**src/rtl/fifo_rd_streamer.sv**
```systemverilog
// fifo_rd_streamer
// Read-side consumer for the async FIFO, living entirely in the clk_r domain.
// It issues FIFO reads, absorbs the FIFO's one-cycle registered read latency
// in a 3-entry skid queue, and presents the bytes as a valid/ready stream.
// The stream carries packet framing (m_last every PKT_LEN beats) and a running
// count of delivered beats.
//
// Stream handshake: a beat transfers on every rising edge where
// m_valid & m_ready are both high. While m_valid=1 and m_ready=0, m_data and
// m_last hold their values. m_valid only falls after a transfer. m_ready has
// no combinational path to m_valid, m_data, m_last or fifo_rd_en.

module fifo_rd_streamer #(
    parameter int DW      = 8,
    parameter int PKT_LEN = 16,
    parameter int CW      = 16
) (
    input  logic          clk_r,
    input  logic          rst,
    input  logic          en,
    input  logic          fifo_empty,
    input  logic [DW-1:0] fifo_data,
    output logic          fifo_rd_en,
    output logic [DW-1:0] m_data,
    output logic          m_valid,
    input  logic          m_ready,
    output logic          m_last,
    output logic [CW-1:0] beat_count,
    output logic          busy
);

    // Last beat index of a packet, held in the width of the packet counter.
    localparam logic [15:0] LAST_BEAT = 16'(PKT_LEN - 1);
    localparam logic [15:0] PKT_ONE   = 16'd1;
    localparam logic [CW-1:0] CNT_ONE = {{(CW-1){1'b0}}, 1'b1};

    // Three entries are enough to keep one beat per cycle flowing across the
    // two-edge read latency while still stopping reads cleanly on a stall.
    logic [DW-1:0] r_mem [3];
    logic [1:0]    r_head;
    logic [1:0]    r_tail;
    logic [1:0]    r_occ;
    logic          r_inflight;
    logic [15:0]   r_pkt_beat;
    logic [CW-1:0] r_beat_count;

    logic          w_pop;
    logic          w_cap;
    logic [2:0]    w_committed;
    logic          w_room;

    // Circular pointer advance over entries 0,1,2.
    function automatic logic [1:0] f_next_ptr(input logic [1:0] p);
        f_next_ptr = (p == 2'd2) ? 2'd0 : p + 2'd1;
    endfunction

    // A byte arrives on fifo_data the cycle after its read was issued.
    assign w_cap = r_inflight;

    // A beat leaves when the downstream accepts it.
    assign w_pop = m_valid & m_ready;

    // Entries already held plus the one byte that may still be on its way.
    assign w_committed = {1'b0, r_occ} + {2'b00, r_inflight};
    assign w_room      = (w_committed < 3'd3);

    // Read issue uses registered state only; fifo_empty is checked here so the
    // FIFO's own empty gating is never relied upon.
    assign fifo_rd_en = !rst & en & !fifo_empty & w_room;

    // Stream outputs come straight from the queue head.
    assign m_valid    = (r_occ != 2'd0);
    assign m_data     = r_mem[r_head];
    assign m_last     = m_valid & (r_pkt_beat == LAST_BEAT);
    assign beat_count = r_beat_count;
    assign busy       = (r_occ != 2'd0) | r_inflight;

    // Remember whether a read was issued this cycle so its byte is captured next edge.
    always_ff @(posedge clk_r) begin
        if (rst) begin
            r_inflight <= 1'b0;
        end else begin
            r_inflight <= fifo_rd_en;
        end
    end

    // Write the returning FIFO byte into the tail entry.
    always_ff @(posedge clk_r) begin
        if (rst) begin
            for (int i = 0; i < 3; i++) begin
                r_mem[i] <= '0;
            end
        end else if (w_cap) begin
            r_mem[r_tail] <= fifo_data;
        end
    end

    // Tail pointer follows captures.
    always_ff @(posedge clk_r) begin
        if (rst) begin
            r_tail <= 2'd0;
        end else if (w_cap) begin
            r_tail <= f_next_ptr(r_tail);
        end
    end

    // Head pointer follows accepted beats.
    always_ff @(posedge clk_r) begin
        if (rst) begin
            r_head <= 2'd0;
        end else if (w_pop) begin
            r_head <= f_next_ptr(r_head);
        end
    end

    // Occupancy: a capture and a pop in the same cycle cancel out.
    always_ff @(posedge clk_r) begin
        if (rst) begin
            r_occ <= 2'd0;
        end else begin
            case ({w_cap, w_pop})
                2'b10:   r_occ <= r_occ + 2'd1;
                2'b01:   r_occ <= r_occ - 2'd1;
                default: r_occ <= r_occ;
            endcase
        end
    end

    // Position within the current packet; survives en=0 so framing resumes in place.
    always_ff @(posedge clk_r) begin
        if (rst) begin
            r_pkt_beat <= 16'd0;
        end else if (w_pop) begin
            if (r_pkt_beat == LAST_BEAT) begin
                r_pkt_beat <= 16'd0;
            end else begin
                r_pkt_beat <= r_pkt_beat + PKT_ONE;
            end
        end
    end

    // Free-running count of delivered beats, wrapping at 2^CW.
    always_ff @(posedge clk_r) begin
        if (rst) begin
            r_beat_count <= '0;
        end else if (w_pop) begin
            r_beat_count <= r_beat_count + CNT_ONE;
        end
    end

endmodule
```
**config.mk**
```make
export PLATFORM = sky130hd
export DESIGN_NAME = fifo_rd_streamer
export DESIGN_NICKNAME = d
export VERILOG_FILES = /design/src/rtl/fifo_rd_streamer.sv
export SDC_FILE = /design/constraint.sdc
export NUM_CORES = 1
export LEC_CHECK = 0
export ABC_AREA = 1
export CAP_MARGIN = 20
export CORE_UTILIZATION = 35
export CTS_CLUSTER_SIZE = 25
export DETAILED_ROUTE_END_ITERATION = 8
export SLEW_MARGIN = 20
export SYNTH_ARGS = -nofsm -noshare
export SYNTH_HDL_FRONTEND = slang
export SYNTH_SLANG_ARGS = --single-unit
export TNS_END_PERCENT = 1
```
**constraint.sdc**
```tcl
create_clock -name clk_r -period 2.5 [get_ports clk_r]
set_clock_uncertainty 0.2 [all_clocks]
set_input_delay 0.5 -clock clk_r [delete_from_list [all_inputs] [get_ports clk_r]]
set_output_delay 0.5 -clock clk_r [all_outputs]
set_load 0.005 [all_outputs]
```
==> results of run 1 <==
==> placed cells by master (no fill, tap or decap), drive strengths merged <==
cell           count
dfxtp             41
nor2              93
bufinv             1
clkinvlp           1
a21oi             15
o21ai             33
xor2               3
nor4               2
nand3             25
edfxtp            32
a211oi             2
nor3               8
ha                 5
nand4              8
clkdlybuf4s50     38
a2111oi            2
nand2             74
o31ai              2
dlygate4sd2        1
inv               52
clkbuf            12
xnor2              1
clkinv             3
o21a               1
o22ai              8
o211a              1
buf               15
==> sequential cells by signal, indices dropped and copies added (netlist names), named ones only <==
name	count
beat_count	16
r_head	2
r_inflight	1
r_mem	32
r_occ	2
r_pkt_beat	16
r_tail	2
==> synthesized netlist by cell type, types with 2 or more instances <==
cell type	n
nor2_4	2
xor2_1	3
buf_2	2
o31ai_1	2
nand2_2	4
o22ai_1	8
nor3_1	4
nand3_1	24
a211oi_1	2
o21ai_0	27
edfxtp_1	32
o21ai_1	5
a21oi_1	15
nand2_1	69
inv_2	3
nor3_2	4
inv_1	49
clkbuf_1	4
nor2_2	4
nand4_1	8
nor4_1	2
nor2_1	85
nor2_8	2
a2111oi_0	2
dfxtp_1	41
ha_1	5
==> cells by family after synthesis <==
family / share of synthesized area (%)
xor+xnor: 1.02
fa+ha+maj: 1.82
buf+inv: 6.85
compound gates: 10.5
simple gates: 28.0
flops: 51.9
==> worst max-delay path by stage <==
stage | endpoint | slack (ns) | depth (start not counted)
after floorplan | r_mem[3][0] | 0.31 | 2
after global placement | fifo_rd_en | -0.22 | 5
after detailed placement | fifo_rd_en | -0.20 | 5
after CTS | fifo_rd_en | 0.02 | 4
after global routing | m_data[1] | -0.02 | 5
final | m_data[1] | 0.09 | 5
==> cell type report <==
cell class	count	area, um^2	share of cell area, %
flip-flops and latches	73	1780	41.5
multi-input cells	283	1450	33.7
repair buffers	55	519	12.1
inverters	52	195	4.54
well taps	129	161	3.76
clock buffers	11	131	3.06
clock inverters	5	56.3	1.31
==> metal layers <==
layer | vias up | wire length (um) | track usage (%) | share of wire, %
li1 | 1485 | - | - | -
met1 | 1372 | 3500 | 18.1 | 46
met2 | 45 | 3810 | 27.9 | 50
met3 | 5 | 225 | 4.23 | 3.0
met4 | 0 | 69 | 4.68 | 0.91
met5 | - | 0 | 0 | 0
==> power breakdown <==
group          leakage, nW  internal, mW  switching [mW]
logic                0.944         0.151           0.162
clock network       0.0933         0.460           0.441
registers            0.653          1.28          0.0210
==> critical path: cells and delay by family (launching register included) <==
kind / cells / cell delay, ns
buffers and inverters: 3 / 0.76
DFF: 1 / 0.33
AOI/OAI and AO/OA: 1 / 0.21
and+or+nand+nor: 1 / 0.05
==> repair_timing <==
action / in CTS / in global routing
pin swaps: 0 / 1
endpoints found under the setup margin: 6 / 6
gates resized for setup: 6 / 4
==> metrics.md, run 1 <==
| Metric | Value |
|---|---|
| P_leak | 1.69 nW |
| Vias per inst | 4.78 |
| Min-Delay Path Class | reg2reg |
| Starting DRT DRC Count | 119 |
| Setup slack, reg-to-reg | 0.64 ns |
| Slew Viols, Final | 0 |
| Std cell rows | 35 |
| Worst R2R Path Depth | 8 |
| Global-route wire length before repair | 12100 um |
| Synthesized Nets | 434 |
| DRT Pass-1 Iters | 4 |
| Routed Antenna Nets | 0 |
| Die Ht | 101 um |
| Synth top area share | 28.0% |
| Main area contributors after synthesis | edfxtp_1, dfxtp_1, nor2_1 |
| DIE AREA | 10200 um^2 |
| Final GP Congestion | 0.861 |
| Worst-path cell chain | inv_1, buf_4, nor2_1, o22ai_1, clkdlybuf4s50_1 |
| Worst-skew pair later-pin latency | 0.34 ns |
| CTS max path bufs | 2 |
| RSZ-0062 raised after global routing | true |
| Final hold vios | 0 |
| Pin count of the biggest net entering global routing | 23 |
| CTS tree | yes |
| Status | completed |
| Fmax achieved | 415 MHz |
| Vias in the first global route | 2657 |
| Critical hold path startpoint | r_pkt_beat[15] |
| Clock Sinks | 73 |
| Placed Area | 4090 um^2 |
| Mapped Area | 3440 um^2 |
| Cells after DPL | 592 |
| Cell taking the most area after synthesis | edfxtp_1 |
| Die X-Extent | 101 um |
| Seq/Total Area, Yosys | 51.9% |
| Synth Instances | 416 |
| WL final | 7610 um |
| DR WL/cell | 12.5 um |
| CP endpoint kind | output pin |
| FILL cells | 950 |
| Peak VDD IR | 0.000383 V |
| Fin nets | 492 |
| WHS | 0.285 ns |
| Setup Crit Path Kind | reg2out |
| Ys Warns | 0 |
| R2r endpoint | r_pkt_beat[8] |
| Detailed placement HPWL | 5320 um |
| Source of the worst register-to-register timing path | r_occ[0] |
| Fin crit period | 2.41 ns |
| WP data required | 1.80 ns |
| DR vias | 2907 |
| Maximum capacitance violations | 0 |
| Post-CTS Setup Bufs | 0 |
| Unique cell type count in the Yosys netlist | 34 |
| CP Max Fanout | 10 |
| Gr ovfl total | 0 |
| Hold depth | 2 |
| Ant diodes | 0 |
| Setup tns final | 0 ns |
| Hold endpoint | r_pkt_beat[15] |
| Final Cycle Share | 96.4% |
| Htree depth | 3 |
| Pwr Total | 2.51 mW |
| Number of CTS-inserted buffers | 9 |
| Largest stage delay, worst path | 0.54 ns |
| Post-layout util | 45.9% |
| Root buffer cell | clkbuf_8 |
| Initial Utilization | 36.7% |
| Final worst slack | 0.0903 ns |
| Async S/R FF share, synth | 0% |
| CTS Hold Bufs | 0 |
| PortBufs | 40 |
| Dpl ws | -0.197 ns |
| Max-slew headroom | 73.1% |
| Initial antenna violation count | 0 |
| Layout cells sized above 1 | 12.1% |
| Drt drc | 0 |
| Crit path max-delay cell type | clkdlybuf4s50_1 |
| Clk slew on worst S/H paths | 0.07 ns |
| Worst Tran Pin Value | 0.403 ns |
| Ys flop type | dfxtp_1 |
| Power per cell area | 585 nW/um^2 |
| Arrival time at the worst endpoint | 1.71 ns |
| Avg Cell Area, Syn | 8.26 um^2 |
| Post-synth EDFFs | 32 |
| Final instance area | 4300 um^2 |
| Final cell count without fillers | 608 |
| Num ports | 41 |
| Total Routing Usage GR | 15.6% |
| # setup viols final | 0 |
| Layout area overhead | 25.1% |
| CP startpoint kind | flip-flop |
| FF+latch count, synth | 73 |
| Core Box Area | 9370 um^2 |
Note: power is estimated with default switching activity, not from simulation.
==> run 2, diff against run 1 <==
--- a/config.mk
+++ b/config.mk
@@ -14,4 +14,4 @@
 export SYNTH_ARGS = -nofsm -noshare
 export SYNTH_HDL_FRONTEND = slang
 export SYNTH_SLANG_ARGS = --single-unit
-export TNS_END_PERCENT = 1
+export TNS_END_PERCENT = 30
==> constraint.sdc (replaced) <==
create_clock -name clk_r -period 3.1 [get_ports clk_r]
set_clock_uncertainty 0.2 [all_clocks]
set_input_delay 0.62 -clock clk_r [delete_from_list [all_inputs] [get_ports clk_r]]
set_output_delay 0.62 -clock clk_r [all_outputs]
set_load 0.005 [all_outputs]
==> run 2 against run 1 <==
Against the previous run:
- die area stayed put
- cell area fell by 2.0%
- global-route usage about the same
- hold slack better by 0.0079 ns
- highest routed layer unchanged
==> metrics.md, run 2 (same netlist as run 1, synthesis figures left out) <==
| Metric | Value |
|---|---|
| Commonest non-fill, non-tap cell in the layout | nor2_1 |
| Detailed placement HPWL | 5150 um |
| Fin crit period | 2.96 ns |
| Initial Utilization | 36.7% |
| Final Cycle Share | 95.6% |
| Max-slew headroom | 68.5% |
| WP data required | 2.28 ns |
| Setup tns final | 0 ns |
| Final hold vios | 0 |
| Layout cells sized above 1 | 9.53% |
| Number of CTS-inserted buffers | 9 |
| DR vias | 2850 |
| Final cell count without fillers | 601 |
| Die X-Extent | 101 um |
| Pin count of the biggest net entering global routing | 23 |
| Power per cell area | 473 nW/um^2 |
| FILL cells | 965 |
| Vias per inst | 4.74 |
| Vias in the first global route | 2645 |
| Drt drc | 0 |
| RSZ-0062 raised after global routing | false |
| P_leak | 1.64 nW |
| Peak VDD IR | 0.000268 V |
| WHS | 0.293 ns |
| Clock power share | 35.9% |
| Total Routing Usage GR | 15.6% |
| Sequential power share | 52.7% |
| Htree depth | 3 |
| CP startpoint kind | flip-flop |
| Core Box Area | 9370 um^2 |
| Clk slew on worst S/H paths | 0.07 ns |
| Crit path max-delay cell type | clkdlybuf4s50_1 |
| Largest stage delay, worst path | 0.57 ns |
| DIE AREA | 10200 um^2 |
| CTS max path bufs | 2 |
| Die Ht | 101 um |
| Fin nets | 485 |
| Clock Sinks | 73 |
| Worst-skew pair later-pin latency | 0.34 ns |
| Layout area overhead | 22.6% |
| Worst-path cell chain | ha_1, ha_1, a2111oi_0, clkdlybuf4s50_1 |
| WL final | 7330 um |
| CTS Hold Bufs | 0 |
| CP Max Fanout | 5 |
| Post-CTS Setup Bufs | 0 |
| DRT Pass-1 Iters | 4 |
| Routed Antenna Nets | 0 |
| Arrival time at the worst endpoint | 2.14 ns |
| Ant diodes | 0 |
| Sw frac | 24.4% |
| Min-Delay Path Class | reg2reg |
| Post-layout util | 44.9% |
| Fmax achieved | 337 MHz |
| Setup Crit Path Kind | reg2out |
| Initial antenna violation count | 0 |
| Root buffer cell | clkbuf_8 |
| Slew Viols, Final | 0 |
| CTS tree | yes |
| Num ports | 41 |
| Worst Tran Pin Value | 0.472 ns |
| Global-route wire length before repair | 12300 um |
| Most flop-heavy register | r_mem |
| Final GP Congestion | 0.841 |
| Cells after DPL | 585 |
| Most frequent cells in the layout | nor2_1, nand2_1, inv_1 |
| CP endpoint kind | output pin |
| DR WL/cell | 12.2 um |
| Gr ovfl total | 0 |
| PortBufs | 40 |
| Int Pwr | 1.50 mW |
| Status | completed |
| Resized Gates After CTS | 0 |
| Maximum capacitance violations | 0 |
| Combinational group share of total power | 11.4% |
| Crit path top cell by count | ha_1 |
| Max FFs per register | 32 |
| Starting DRT DRC Count | 129 |
| P_sw | 486 uW |
| # setup viols final | 0 |
| Std cell rows | 35 |
==> run 2: cell types whose count changed in the layout (fill, tap and decap cells not counted), moves of 2 or more <==
cell and change:
buf_4 -6, clkdlybuf4s50_1 +2, dfxtp_1 +2, dfxtp_2 -2
==> run 2: stage by stage <==
step           cell area [um^2]  power, mW  worst slack (ns)
2_1_floorplan              3440       1.18             0.792
3_3_place_gp               4020       1.30             0.151
3_5_place_dp               4020       1.30             0.162
4_1_cts                    4210       2.02             0.117
5_1_grt                    4210       2.09            0.0389
6_report                   4210       1.99             0.135
==> run 2: cell type report <==
class | count | area, um^2 | share of cell area, %
flip-flops and latches | 73 | 1780 | 42.3
multi-input cells | 283 | 1430 | 33.8
repair buffers | 48 | 460 | 10.9
inverters | 52 | 195 | 4.63
well taps | 129 | 161 | 3.83
clock buffers | 10 | 128 | 3.03
clock inverters | 6 | 60.1 | 1.43
==> run 2: worst paths after layout <==
check	start	end	slack (ns)	cells after the start
worst min-delay path	r_pkt_beat[15]	r_pkt_beat[15]	0.29	2
worst min register to register	r_pkt_beat[15]	r_pkt_beat[15]	0.29	2
worst max register to register	r_occ[0]	r_pkt_beat[8]	1.30	7
worst max-delay path	r_occ[0]	fifo_rd_en	0.14	4
==> run 2: power by group through the flow <==
stage	sequential [mW]	combinational (mW)	clock [mW]
after floorplan	1.07	0.118	0
after global placement	1.07	0.227	0
after detailed placement	1.07	0.230	0
after CTS	1.05	0.231	0.740
after global routing	1.05	0.254	0.785
final	1.05	0.227	0.715
==> run 2: critical path, delay by kind of cell (launching register included) <==
| family | cells | cell delay, ns |
|---|---|---|
| AO/OA/AOI/OAI | 1 | 0.39 |
| adder cells (fa/ha/maj) | 2 | 0.50 |
| buffers and inverters | 1 | 0.57 |
| flip-flops | 1 | 0.36 |
==> run 2: per-layer routing <==
| layer | share of wire [%] | track usage (%) |
|---|---|---|
| met4 | 0.90 | 4.79 |
| met3 | 4.9 | 4.72 |
| met5 | 0 | 0 |
| met1 | 46 | 20.3 |
| met2 | 48 | 24.8 |
==> run 3, diff against run 2 <==
--- a/config.mk
+++ b/config.mk
@@ -10,6 +10,7 @@
 export CORE_UTILIZATION = 35
 export CTS_CLUSTER_SIZE = 25
 export DETAILED_ROUTE_END_ITERATION = 8
+export SETUP_SLACK_MARGIN = 0.3
 export SLEW_MARGIN = 20
 export SYNTH_ARGS = -nofsm -noshare
 export SYNTH_HDL_FRONTEND = slang
==> run 3 against run 2 <==
Against the previous run:
- first-iteration DRC count is 11% higher
- count of clock-buffer cells in the layout stayed put
- sequential power hardly changed
- non-clock buffer count stayed put
- routed wire length stayed put
- via count is 0.11% lower
- largest power group unchanged
==> metrics.md, run 3 (same netlist as run 1, synthesis figures left out) <==
| Metric | Value |
|---|---|
| Setup Crit Path Kind | reg2out |
| Critical hold path startpoint | r_pkt_beat[15] |
| Status | completed |
| Total Routing Usage GR | 15.6% |
| Max FFs per register | 32 |
| Min-Delay Path Class | reg2reg |
| Root buffer cell | clkbuf_8 |
| Sequential power share | 52.7% |
| Most frequent cells in the layout | nor2_1, nand2_1, inv_1 |
| Detailed placement HPWL | 5150 um |
| Worst R2R Path Depth | 7 |
| WL final | 7330 um |
| DR WL/cell | 12.2 um |
| Global-route wire length before repair | 12300 um |
| WP data required | 2.28 ns |
| Fin crit period | 2.69 ns |
| CTS tree | yes |
| Ant diodes | 0 |
| Maximum capacitance violations | 0 |
| Commonest non-fill, non-tap cell in the layout | nor2_1 |
| Pin count of the biggest net entering global routing | 23 |
| # setup viols final | 0 |
| DR vias | 2847 |
| Starting DRT DRC Count | 143 |
| Worst-skew pair later-pin latency | 0.34 ns |
| RSZ-0062 raised after global routing | true |
| Num ports | 41 |
| Layout area overhead | 22.8% |
| Fmax achieved | 372 MHz |
| Kind of cell adding the most delay to the critical path | buffers and inverters |
| PortBufs | 40 |
| Number of CTS-inserted buffers | 9 |
| Buf/Inv on CP | 2 |
| Pwr Total | 1.99 mW |
| Gr ovfl total | 0 |
| Htree depth | 3 |
| Final instance area | 4220 um^2 |
| Clock Sinks | 73 |
| CTS Hold Bufs | 0 |
| Crit path max-delay cell type | clkdlybuf4s50_1 |
| DIE AREA | 10200 um^2 |
| CP Max Fanout | 16 |
| Std cell rows | 35 |
| Power per cell area | 472 nW/um^2 |
| Fin nets | 485 |
| Die Ht | 101 um |
| Setup slack, reg-to-reg | 1.29 ns |
| Initial antenna violation count | 0 |
| Hold endpoint | r_pkt_beat[15] |
| Sw frac | 24.4% |
| Routed Antenna Nets | 0 |
| FILL cells | 963 |
| Hold depth | 2 |
| Post-CTS Setup Bufs | 0 |
| Final Cycle Share | 86.7% |
| Setup tns final | 0 ns |
| CP endpoint kind | output pin |
| Final hold vios | 0 |
| Int Pwr | 1.50 mW |
| Cells after DPL | 585 |
| CTS max path bufs | 2 |
| Final cell count without fillers | 601 |
| Final GP Congestion | 0.841 |
| Clk slew on worst S/H paths | 0.07 ns |
| Layout cells sized above 1 | 9.75% |
| Most flop-heavy register | r_mem |
| Max-slew headroom | 68.6% |
| Slew Viols, Final | 0 |
| Vias per inst | 4.74 |
| Largest stage delay, worst path | 0.54 ns |
| Initial Utilization | 36.7% |
| Vias in the first global route | 2651 |
| Drt drc | 0 |
| Worst-path cell chain | inv_1, o21ai_0, o22ai_1, clkdlybuf4s50_1 |
| P_leak | 1.67 nW |
| Core Box Area | 9370 um^2 |
| DRT Pass-1 Iters | 4 |
| Placed Area | 4020 um^2 |
| Worst Tran Pin Value | 0.471 ns |
| Peak VDD IR | 0.000269 V |
| Source of the worst register-to-register timing path | r_occ[0] |
| Clock power share | 35.9% |
| Combinational group share of total power | 11.4% |
| CP startpoint kind | flip-flop |
| R2r endpoint | r_pkt_beat[8] |
| Arrival time at the worst endpoint | 1.87 ns |
| Die X-Extent | 101 um |
| P_sw | 486 uW |
[run 3: repair_timing]
action                     CTS  global route
pin swaps                    0             0
resized for setup            1             2
setup endpoints to repair    2             5
cloned                       0             0
[run 3: through the flow]
stage / hold WS, ns / setup slack, ns / util [%]
after floorplan: 0.257 / 0.792 / -
after global placement: 0.270 / 0.151 / 42.9
after detailed placement: 0.279 / 0.162 / 42.9
after CTS: 0.289 / 0.209 / 44.9
after global routing: 0.336 / 0.245 / 45.0
final: 0.293 / 0.413 / 45.0
[run 3: metal layers]
| metal | global-route usage, % | vias to the layer above | wire, um |
|---|---|---|---|
| li1 | - | 1480 | - |
| met2 | 24.9 | 59 | 3540 |
| met4 | 4.79 | 0 | 45 |
| met1 | 20.3 | 1303 | 3410 |
| met3 | 4.72 | 5 | 344 |
| met5 | 0 | - | 0 |
[run 3: cell type report]
cell class / instances / area (um^2) / area share (%)
flip-flops and latches: 73 / 1780 / 42.2
clock inverters: 6 / 60.1 / 1.42
repair buffers: 48 / 462 / 10.9
clock buffers: 10 / 128 / 3.02
well taps: 129 / 161 / 3.83
multi-input cells: 283 / 1430 / 33.9
inverters: 52 / 195 / 4.63
[run 3: worst min-delay path, stage by stage, from the launching register on]
cell     delay, ns
dfxtp_1       0.32
nand2_1       0.06
a21oi_1       0.06
[run 3: how the worst max path moves through the flow]
stage | to | cells after the start | slack, ns
2_1_floorplan | r_mem[3][0] | 2 | 0.79
3_3_place_gp | fifo_rd_en | 5 | 0.15
3_5_place_dp | fifo_rd_en | 5 | 0.16
4_1_cts | m_last | 6 | 0.21
5_1_grt | m_data[0] | 4 | 0.25
6_report | m_data[0] | 4 | 0.41
[run 3: power groups by stage]
stage	logic (mW)	clock network, mW	registers, mW
after floorplan	0.118	0	1.07
after global placement	0.227	0	1.07
after detailed placement	0.230	0	1.07
after CTS	0.231	0.740	1.05
after global routing	0.254	0.785	1.05
final	0.227	0.714	1.05
